<file path="src/rtl/kram_pkg.sv">
// kram_pkg: shared slot/bank index types and the slot/PE to bank mapping
package kram_pkg;
  typedef logic [7:0] slot_idx_t;
  typedef logic [7:0] pe_idx_t;
  typedef int unsigned bank_idx_t;
  function automatic bank_idx_t bank_of(input int unsigned slot, input int unsigned pe, input int unsigned pe_num);
    return slot * pe_num + pe;
  endfunction
  function automatic logic in_range(input int unsigned idx, input int unsigned n);
    return idx < n;
  endfunction
endpackage

</file>
<file path="src/rtl/kram_rd_pipe.sv">
// kram_rd_pipe: DEPTH-stage valid/slot delay line tracking reads in flight
// Ports: in_valid/in_slot (accepted read) -> out_valid/out_slot DEPTH cycles later; rst_n clears all stages.
module kram_rd_pipe import kram_pkg::*; #(
  parameter int DEPTH = 1,
  parameter int SW = 2
) (
  input  logic          clk,
  input  logic          rst_n,
  input  logic          in_valid,
  input  logic [SW-1:0] in_slot,
  output logic          out_valid,
  output logic [SW-1:0] out_slot
);
  logic [DEPTH-1:0] v;
  logic [SW-1:0] s [DEPTH];
  always_ff @(posedge clk) begin
    if (!rst_n) begin
      v <= '0;
      for (int k = 0; k < DEPTH; k++) s[k] <= '0;
    end else begin
      v[0] <= in_valid;
      s[0] <= in_slot;
      for (int k = 1; k < DEPTH; k++) begin
        v[k] <= v[k-1];
        s[k] <= s[k-1];
      end
    end
  end
  assign out_valid = v[DEPTH-1];
  assign out_slot = s[DEPTH-1];
endmodule

</file>
<file path="src/rtl/kram_xbar.sv">
// kram_xbar: crossbar between a SIMD read port, a loader write port and PE_NUM*SLOT_NUM BRAM banks
// Ports: rd_req/rd_slot/rd_addr -> rd_valid/rd_data (read), rd_release/rel_slot (free slot),
//        wr_valid/wr_slot/wr_bank/wr_addr/wr_data/wr_last <-> wr_ready (loader), slot_full, rd_err,
//        bram_addr/bram_wdata/bram_we/bram_en/bram_rdata (banks). rst_n is synchronous active-low.
// Macro KRAM_XBAR_RDBUF_EN adds an output register on rd_valid/rd_data (latency RD_LAT+1).
module kram_xbar import kram_pkg::*; #(
  parameter int PE_NUM = 8,
  parameter int SLOT_NUM = 4,
  parameter int BANK_AW = 10,
  parameter int DATA_W = 8,
  parameter int RD_LAT = 1
) (
  input  logic                          clk,
  input  logic                          rst_n,
  input  logic                          rd_req,
  input  logic [$clog2(SLOT_NUM)-1:0]   rd_slot,
  input  logic [BANK_AW-1:0]            rd_addr,
  output logic                          rd_valid,
  output logic [DATA_W-1:0]             rd_data [PE_NUM],
  input  logic                          rd_release,
  input  logic [$clog2(SLOT_NUM)-1:0]   rel_slot,
  input  logic                          wr_valid,
  input  logic [$clog2(SLOT_NUM)-1:0]   wr_slot,
  input  logic [$clog2(PE_NUM)-1:0]     wr_bank,
  input  logic [BANK_AW-1:0]            wr_addr,
  input  logic [DATA_W-1:0]             wr_data,
  input  logic                          wr_last,
  output logic                          wr_ready,
  output logic [SLOT_NUM-1:0]           slot_full,
  output logic                          rd_err,
  output logic [BANK_AW-1:0]            bram_addr [PE_NUM*SLOT_NUM],
  output logic [DATA_W-1:0]             bram_wdata [PE_NUM*SLOT_NUM],
  output logic [PE_NUM*SLOT_NUM-1:0]    bram_we,
  output logic [PE_NUM*SLOT_NUM-1:0]    bram_en,
  input  logic [DATA_W-1:0]             bram_rdata [PE_NUM*SLOT_NUM]
);
  localparam int NB = PE_NUM * SLOT_NUM;
  localparam int SW = $clog2(SLOT_NUM);
  logic rd_acc, wr_fire, p_valid;
  logic [SW-1:0] p_slot;
  logic [DATA_W-1:0] rd_mux [PE_NUM];
  logic [DATA_W-1:0] rd_hold [PE_NUM];
  logic [SLOT_NUM-1:0] full_nx;
  // rst_n gating keeps every bank port quiet while reset is held
  assign rd_acc = rst_n && rd_req && in_range(rd_slot, SLOT_NUM) && slot_full[rd_slot];
  assign wr_ready = in_range(wr_slot, SLOT_NUM) && !slot_full[wr_slot] && !(rd_acc && rd_slot == wr_slot);
  assign wr_fire = rst_n && wr_valid && wr_ready;
  always_comb begin
    for (int b = 0; b < NB; b++) begin
      logic rh, wh;
      rh = rd_acc && (b / PE_NUM) == int'(rd_slot);
      wh = wr_fire && b == int'(bank_of(wr_slot, wr_bank, PE_NUM));
      bram_en[b] = rh || wh;
      bram_we[b] = wh;
      bram_addr[b] = wh ? wr_addr : rh ? rd_addr : '0;
      bram_wdata[b] = wh ? wr_data : '0;
    end
  end
  // a set from the loader wins over a same-cycle release
  always_comb begin
    for (int s = 0; s < SLOT_NUM; s++)
      full_nx[s] = (wr_fire && wr_last && int'(wr_slot) == s) ? 1'b1 :
                   (rd_release && int'(rel_slot) == s) ? 1'b0 : slot_full[s];
  end
  kram_rd_pipe #(.DEPTH(RD_LAT), .SW(SW)) u_pipe (
    .clk(clk), .rst_n(rst_n), .in_valid(rd_acc), .in_slot(rd_slot),
    .out_valid(p_valid), .out_slot(p_slot)
  );
  always_comb begin
    for (int i = 0; i < PE_NUM; i++) begin
      rd_mux[i] = '0;
      for (int s = 0; s < SLOT_NUM; s++) rd_mux[i] = int'(p_slot) == s ? bram_rdata[s*PE_NUM+i] : rd_mux[i];
    end
  end
  always_ff @(posedge clk) begin
    if (!rst_n) begin
      slot_full <= '0;
      rd_err <= 1'b0;
      for (int i = 0; i < PE_NUM; i++) rd_hold[i] <= '0;
    end else begin
      slot_full <= full_nx;
      rd_err <= rd_req && !rd_acc;
      if (p_valid) rd_hold <= rd_mux;
    end
  end
`ifdef KRAM_XBAR_RDBUF_EN
  always_ff @(posedge clk) begin
    if (!rst_n) rd_valid <= 1'b0;
    else rd_valid <= p_valid;
  end
  assign rd_data = rd_hold;
`else
  // rd_hold keeps the last response visible while no new one arrives
  assign rd_valid = p_valid;
  always_comb begin
    for (int i = 0; i < PE_NUM; i++) rd_data[i] = p_valid ? rd_mux[i] : rd_hold[i];
  end
`endif
endmodule

</file>
<file path="config.mk">
export PLATFORM = sky130hd
export DESIGN_NAME = kram_xbar
export DESIGN_NICKNAME = d
export VERILOG_FILES = /design/src/rtl/kram_pkg.sv /design/src/rtl/kram_rd_pipe.sv /design/src/rtl/kram_xbar.sv
export SDC_FILE = /design/constraint.sdc
export NUM_CORES = 1
export LEC_CHECK = 0
export BUFFER_PORTS_ARGS = -buffer_cell sky130_fd_sc_hd__buf_2
export CAP_MARGIN = 5
export CORE_AREA = 3 3 388 390
export CTS_BUF_LIST = sky130_fd_sc_hd__clkbuf_4
export CTS_CLUSTER_DIAMETER = 150
export DETAILED_ROUTE_END_ITERATION = 10
export DIE_AREA = 0 0 391 393
export GPL_TIMING_DRIVEN = 0
export SYNTH_ARGS = -nofsm -noshare
export SYNTH_HDL_FRONTEND = slang
export SYNTH_HIERARCHICAL = 1
export SYNTH_SLANG_ARGS = --single-unit
</file>
<file path="constraint.sdc">
create_clock -name clk -period 1.8 [get_ports clk]
set_clock_uncertainty 0.2 [all_clocks]
set_input_delay 0 -clock clk [delete_from_list [all_inputs] [get_ports clk]]
set_output_delay 0 -clock clk [all_outputs]
set_load 0.01 [all_outputs]
</file>
==> results_dict.tcl, run 1 <==
set metrics [dict create \
    syn_avg_cell_area_um2 7.07 \
    grt_pass1_vias 16200 \
    grt_use_total_pct 19.3 \
    insertion_delay_ns 0.58 \
    finalCritPeriodShare_pct 142 \
    die_area_mm2 0.154 \
    cts_root_buf "clkbuf_4" \
    synth_cell_types 32 \
    critPathKind "reg2out" \
    utilization_pct 17.1 \
    powerDensity_mw_per_mm2 244 \
    vdd_ir_drop_max_v 0.000265 \
    cp_data_arrival_time_ns 2.36 \
    setup_viol 771 \
    crit_chain "buf_12, buf_4, buf_12, mux4_2, mux2_4, buf_2" \
    cts_max_level 3 \
    vias_per_cell 3.94 \
    grt_start_max_net_pins 13 \
    place_area_mm2 0.0164 \
    synthArstFlopShare_pct 0 \
    synthCells 1231 \
    crit_path_max_incr_delay_ns 0.54 \
    crit_path_frequent_cell "buf_12" \
    drive_gt1_share_pct 69.4 \
    drc 0 \
    cap_violations 0 \
    syn_to_final_growth_pct 191 \
    core_mm2 0.147 \
    synth_ff_type "dfxtp_1" \
    routed_wl_um 164000 \
    final_cell_mix "867 x buf_2, 232 x dlygate4sd3_1, 227 x o21ai_2, 183 x nor2_1, 168 x buf_6" \
    critPathLaunchType "flop" \
    end_kind "primary output" \
    place_ws_ns -2.02 \
    crit_required_ns 1.60 \
    critPathSlowestCell "mux4_2" \
    antenna_left 0 \
    final_common_cell "buf_2" \
    slew_headroom_pct 16.7 \
    place_hpwl_um 127000 \
    yosysTopAreaCell "o21ai_0" \
    synth_top_cell_area_share_pct 20.1 \
    io_pins 1010 \
    clk_path_buf_depth 2 \
    die_x_um 391 \
    worst_slack_ns -0.756 \
    dr.pass1.iters 8 \
    timing.fmax_mhz 391 \
    synth_area_leaders "o21ai_0 20%, dfxtp_1 17%, mux4_2 16%" \
    synth_warnings 6 \
    postLayoutCellArea_mm2 0.0253 \
    worstMarginPinSlew_ns 1.25 \
    syn_nets 1530 \
    numCtsBuffers 9 \
    finalSetupTns_ns -397.46 \
    rsz0062_at_grt "yes" \
    num_rows 141 \
    timing.final.crit_period_ns 2.56 \
    final-max-slew-violation-count 0 \
    synth.ff_latch_count 72 \
    synth_area_mm2 0.00870 \
    die_y_um 393 \
    grt_pass1_wl_um 189000 \
    holdBufCountCts 232 \
    routed-via-count 18100 \
    io_buffers 1007 \
    hp-class "in2reg" \
    drt_iter0_markers 1698 \
    clkTransAtPathRegs_ns 0.16 \
    ys_seq_area_share_pct 16.6 \
    start_util_pct 5.90 \
    antenna_found_initial 102 \
    cts_tree "done" \
    failed_checks "negative hold slack, negative setup slack" \
    wl_per_cell_um 35.7 \
    hold_ws_ns -0.0958 \
    synth_edf_count 0 \
    grt_overflow 0 \
    status "complete, but fails checks" \
    final_nets 2911 \
    leakage_nw 11.6 \
    critPathMaxFanout 10 \
    cts_sinks 72 \
    hold_viol 7 \
    gp_congestion 0.913 \
]
## layout make-up
type	count	area, um^2
Timing Repair Buffer	1375	10600
Fill cell	16500	122000
Antenna cell	58	145
Inverter	15	65.1
Clock buffer	10	75.1
Tap cell	1930	2410
Buffer	112	1430
Multi-Input combinational cell	1027	9030
Sequential cell	72	1460
Clock inverter	6	108
## cell families (layout without fill, tap and decap cells)
| family | Yosys count | in the layout | synth area share (%) |
|---|---|---|---|
| other | 0 | 58 | 0 |
| buffers and inverters | 132 | 1518 | 7.22 |
| AND/OR/NAND/NOR | 542 | 542 | 27.6 |
| multiplexers | 131 | 131 | 28.1 |
| flip-flops | 72 | 72 | 16.6 |
| AO/OA/AOI/OAI | 354 | 354 | 20.5 |
## registers in the layout, indices dropped and copies added (netlist names)
name	cells
rd_hold	64
u_pipe/s	2
slot_full	4
u_pipe/out_valid	1
rd_err	1
## per-layer routing
metal / global-route usage [%] / routed length, um / vias to the layer above
met5: 0.766 / 253 / -
met4: 8.77 / 8450 / 16
met3: 6.24 / 17300 / 475
met2: 31.6 / 76200 / 1627
met1: 22.9 / 62200 / 8814
li1: - / - / 7211
## metrics by stage
stage                     instances  power, mW  hold WS, ns
final                          4605       6.18      -0.0958
after floorplan                1231       2.37      -0.0784
after global routing           4578       6.40       -0.151
after CTS                      4482       5.94       -0.175
after global placement         4168       3.56       0.0636
after detailed placement       4177       3.60       0.0642
## synthesized netlist by cell type (3+ instances only)
master      n
and2_1     85
and4_1      4
buf_1       6
buf_12      6
buf_2      22
clkbuf_1   82
dfxtp_1    72
inv_1      14
mux2_2      4
mux2_4     60
mux4_1      4
mux4_2     61
nand2_1   106
nand3_1    52
nand3b_1    3
nand4_1     4
nor2_1    275
nor2b_1     4
o21ai_0   350
## power breakdown
group / internal (mW) / switching (mW)
Sequential: 1.60 / 0.0247
Combinational: 1.22 / 1.78
Clock: 0.712 / 0.834
Total: 3.54 / 2.64
## final timing paths
path / startpoint / end / slack (ns) / cells past startpoint
worst max-delay path: u_pipe/s[0][0]$_SDFF_PN0_ / rd_data[5] / -0.76 / 6
worst min-delay path: bram_rdata[10] / rd_hold[10]$_SDFFE_PN0P_ / -0.1 / 4
worst max register to register: u_pipe/s[0][0]$_SDFF_PN0_ / rd_hold[5]$_SDFFE_PN0P_ / -0.30 / 6
worst min register to register: rd_hold[43]$_SDFFE_PN0P_ / rd_hold[43]$_SDFFE_PN0P_ / 0.39 / 2
## critical path, delay by kind of cell, from the launching register on
family   cells  cell delay (ns)
buf+inv      4             0.58
mux          2             0.82
flops        1             0.36
## what timing repair did
action                                 in CTS  in global routing
gates cloned                               11                 13
pin swaps                                  20                 21
setup endpoints to repair                 776                773
endpoints found under the hold margin      72                 11
resized for setup                         536                905
buffers inserted                           48                 57
Note: power is estimated with default switching activity, not from simulation.
==> run 2: changes to the inputs <==
--- a/config.mk
+++ b/config.mk
@@ -13,6 +13,7 @@
 export DETAILED_ROUTE_END_ITERATION = 10
 export DIE_AREA = 0 0 391 393
 export GPL_TIMING_DRIVEN = 0
+export REMOVE_ABC_BUFFERS = 1
 export SYNTH_ARGS = -nofsm -noshare
 export SYNTH_HDL_FRONTEND = slang
 export SYNTH_HIERARCHICAL = 1
==> run 2 against run 1 <==
  * Flip-flop and latch count stayed put
  * Final cell count shrank 0.30%
  * Total power down 2.0%
  * Combinational power is 6% higher
  * Hold slack worse by 0.024 ns
  * Critical path depth is 2 lower
  * Sequential power is essentially flat
  * Core utilization rose by 0.25 points
  * Fmax is 0.35% lower
  * Critical endpoint is now rd_data[19]
  * The flow still finishes with violations (negative hold slack, negative setup slack)
  * Die area is the same
  * Highest routed layer unchanged
==> results_dict.tcl, run 2 (synthesis gave the netlist of run 1 again) <==
set metrics [dict create \
    cp_data_arrival_time_ns 2.37 \
    worst-r2r-setup-slack_ns -0.39 \
    cts_sinks 72 \
    insertion_delay_ns 0.54 \
    finalCritPeriodShare_pct 143 \
    rr_endpoint "rd_hold[47]$_SDFFE_PN0P_" \
    syn_to_final_growth_pct 195 \
    hold_ws_ns -0.119 \
    cts_root_buf "clkbuf_4" \
    reg2reg_from "u_pipe/s[0][0]$_SDFF_PN0_" \
    vdd_ir_drop_max_v 0.000279 \
    utilization_pct 17.4 \
    status "complete, but fails checks" \
    wl_per_cell_um 36.9 \
    cap_violations 0 \
    clk_path_buf_depth 2 \
    routed-via-count 18000 \
    die_x_um 391 \
    antenna_found_initial 89 \
    grt_start_max_net_pins 74 \
    critPathMaxFanout 17 \
    timing.final.crit_period_ns 2.57 \
    ff2ff_path_depth 6 \
    internal-power_mw 3.18 \
    core_mm2 0.147 \
    hp-start "bram_rdata[78]" \
    num_rows 141 \
    powerDensity_mw_per_mm2 236 \
    hold_viol 9 \
    cts_tree "done" \
    grt_pass1_wl_um 194000 \
    final-max-slew-violation-count 0 \
    holdPathEnd "rd_hold[14]$_SDFFE_PN0P_" \
    routed_wl_um 169000 \
    antenna_left 0 \
    dr.pass1.iters 5 \
    slew_headroom_pct 14.6 \
    timing.fmax_mhz 390 \
    nFillCells 16500 \
    hp-class "in2reg" \
    power.switching_mw 2.87 \
    fin_cells 4591 \
    io_pins 1010 \
    dp.cells 4084 \
    largest_registers "rd_hold x64, slot_full x4, u_pipe/s x2" \
    final_cell_mix "817 x buf_2, 233 x dlygate4sd3_1, 216 x buf_6, 176 x o21ai_2, 176 x nor2_1" \
    crit_required_ns 1.60 \
    vias_per_cell 3.91 \
    final_common_cell "buf_2" \
    largest-register "rd_hold" \
    end_kind "primary output" \
    critPathKind "reg2out" \
    largest_reg_flops 64 \
    switching_share_pct 47.5 \
    power_frac_clock_pct 20.7 \
    grt_use_total_pct 19.8 \
    rsz0062_at_grt "yes" \
    worstMarginPinSlew_ns 1.28 \
    combPwrFrac_pct 52.5 \
    die_y_um 393 \
    finalSetupTns_ns -391.33 \
    place_hpwl_um 116000 \
    die_area_mm2 0.154 \
    drc 0 \
    pwr-share-seq_pct 26.8 \
    hold_depth 4 \
    failed_checks "negative hold slack, negative setup slack" \
    start_util_pct 5.90 \
    critPathLaunchType "flop" \
    leakage_nw 11.5 \
    clkTransAtPathRegs_ns 0.23 \
    place_ws_ns -1.58 \
    grt_overflow 0 \
    worst_slack_ns -0.765 \
    cts_max_level 3 \
    final_nets 2904 \
    grt_pass1_vias 16400 \
    io_buffers 1009 \
    total_power_mw 6.05 \
    drive_gt1_share_pct 67.8 \
    drt_iter0_markers 1750 \
    numCtsBuffers 9 \
    gp_congestion 0.858 \
    setup_viol 772 \
]
run 2: cell count changes in the layout (fill, tap and decap cells not counted), moves of 14 or more:
| cell | change |
|---|---|
| buf_2 | -50 |
| buf_4 | +16 |
| buf_6 | +48 |
| clkbuf_4 | -17 |
| nand2_8 | +14 |
| nor2_2 | -17 |
| nor2_4 | +24 |
| o21ai_0 | +35 |
| o21ai_2 | -51 |
run 2: layout make-up:
class	instances	area, um^2	area share, %
Clock inverter	6	41.3	0.161
Timing Repair Buffer	1459	12200	47.6
Antenna cell	52	130	0.507
Inverter	15	80.1	0.312
Timing Repair inverter	2	15.0	0.0585
Sequential cell	72	1470	5.72
Clock buffer	9	67.6	0.263
Multi-Input combinational cell	1046	9220	35.9
Tap cell	1930	2410	9.41
run 2: timing repair:
action                     4_1_cts  5_1_grt
pin swaps                       29       60
gates resized for setup        540      641
gates cloned                    36       22
hold endpoints to repair        72       14
setup endpoints to repair      771      774
hold buffers                   228        6
buffers inserted               114       45
run 2: worst max-delay path: stages, from the launching register on:
cell,delay (ns)
dfxtp_4,0.48
buf_16,0.21
mux4_2,0.65
mux2_4,0.32
buf_6,0.13
run 2: worst max-delay path by stage:
stage                               from                  endpoint  slack (ns)  depth (start not counted)
2_1_floorplan  u_pipe/s[0][0]$_SDFF_PN0_  rd_hold[11]$_SDFFE_PN0P_       -2.35                          3
5_1_grt        u_pipe/s[0][0]$_SDFF_PN0_               rd_data[13]       -0.90                          4
4_1_cts        u_pipe/s[0][0]$_SDFF_PN0_                rd_data[2]       -0.91                          5
6_report       u_pipe/s[0][0]$_SDFF_PN0_               rd_data[19]       -0.77                          4
3_3_place_gp                       rst_n             bram_addr[94]       -5.41                          5
3_5_place_dp                  wr_slot[1]           bram_wdata[131]       -1.58                          7
run 2: per-layer routing:
layer	global-route usage [%]	part of all wire, %	vias up
met4	8.67	5.9	26
li1	-	-	7214
met5	0	0.11	-
met3	5.87	8.8	467
met2	35.6	50	1611
met1	21.5	35	8652
run 2: stage by stage:
step,instance area [um^2],hold slack [ns]
after floorplan,8130,-0.152
after global placement,15600,0.0728
after detailed placement,16400,0.0781
after CTS,22500,-0.241
after global routing,25600,-0.184
final,25700,-0.119
run 2: power by group through the flow:
stage | logic (mW) | registers (mW) | clock network (mW)
floorplan | 0.591 | 1.71 | 0
finish | 3.18 | 1.62 | 1.25
global placement | 1.69 | 1.74 | 0
detailed placement | 1.81 | 1.69 | 0
global route | 3.28 | 1.62 | 1.42
CTS | 2.88 | 1.62 | 1.46
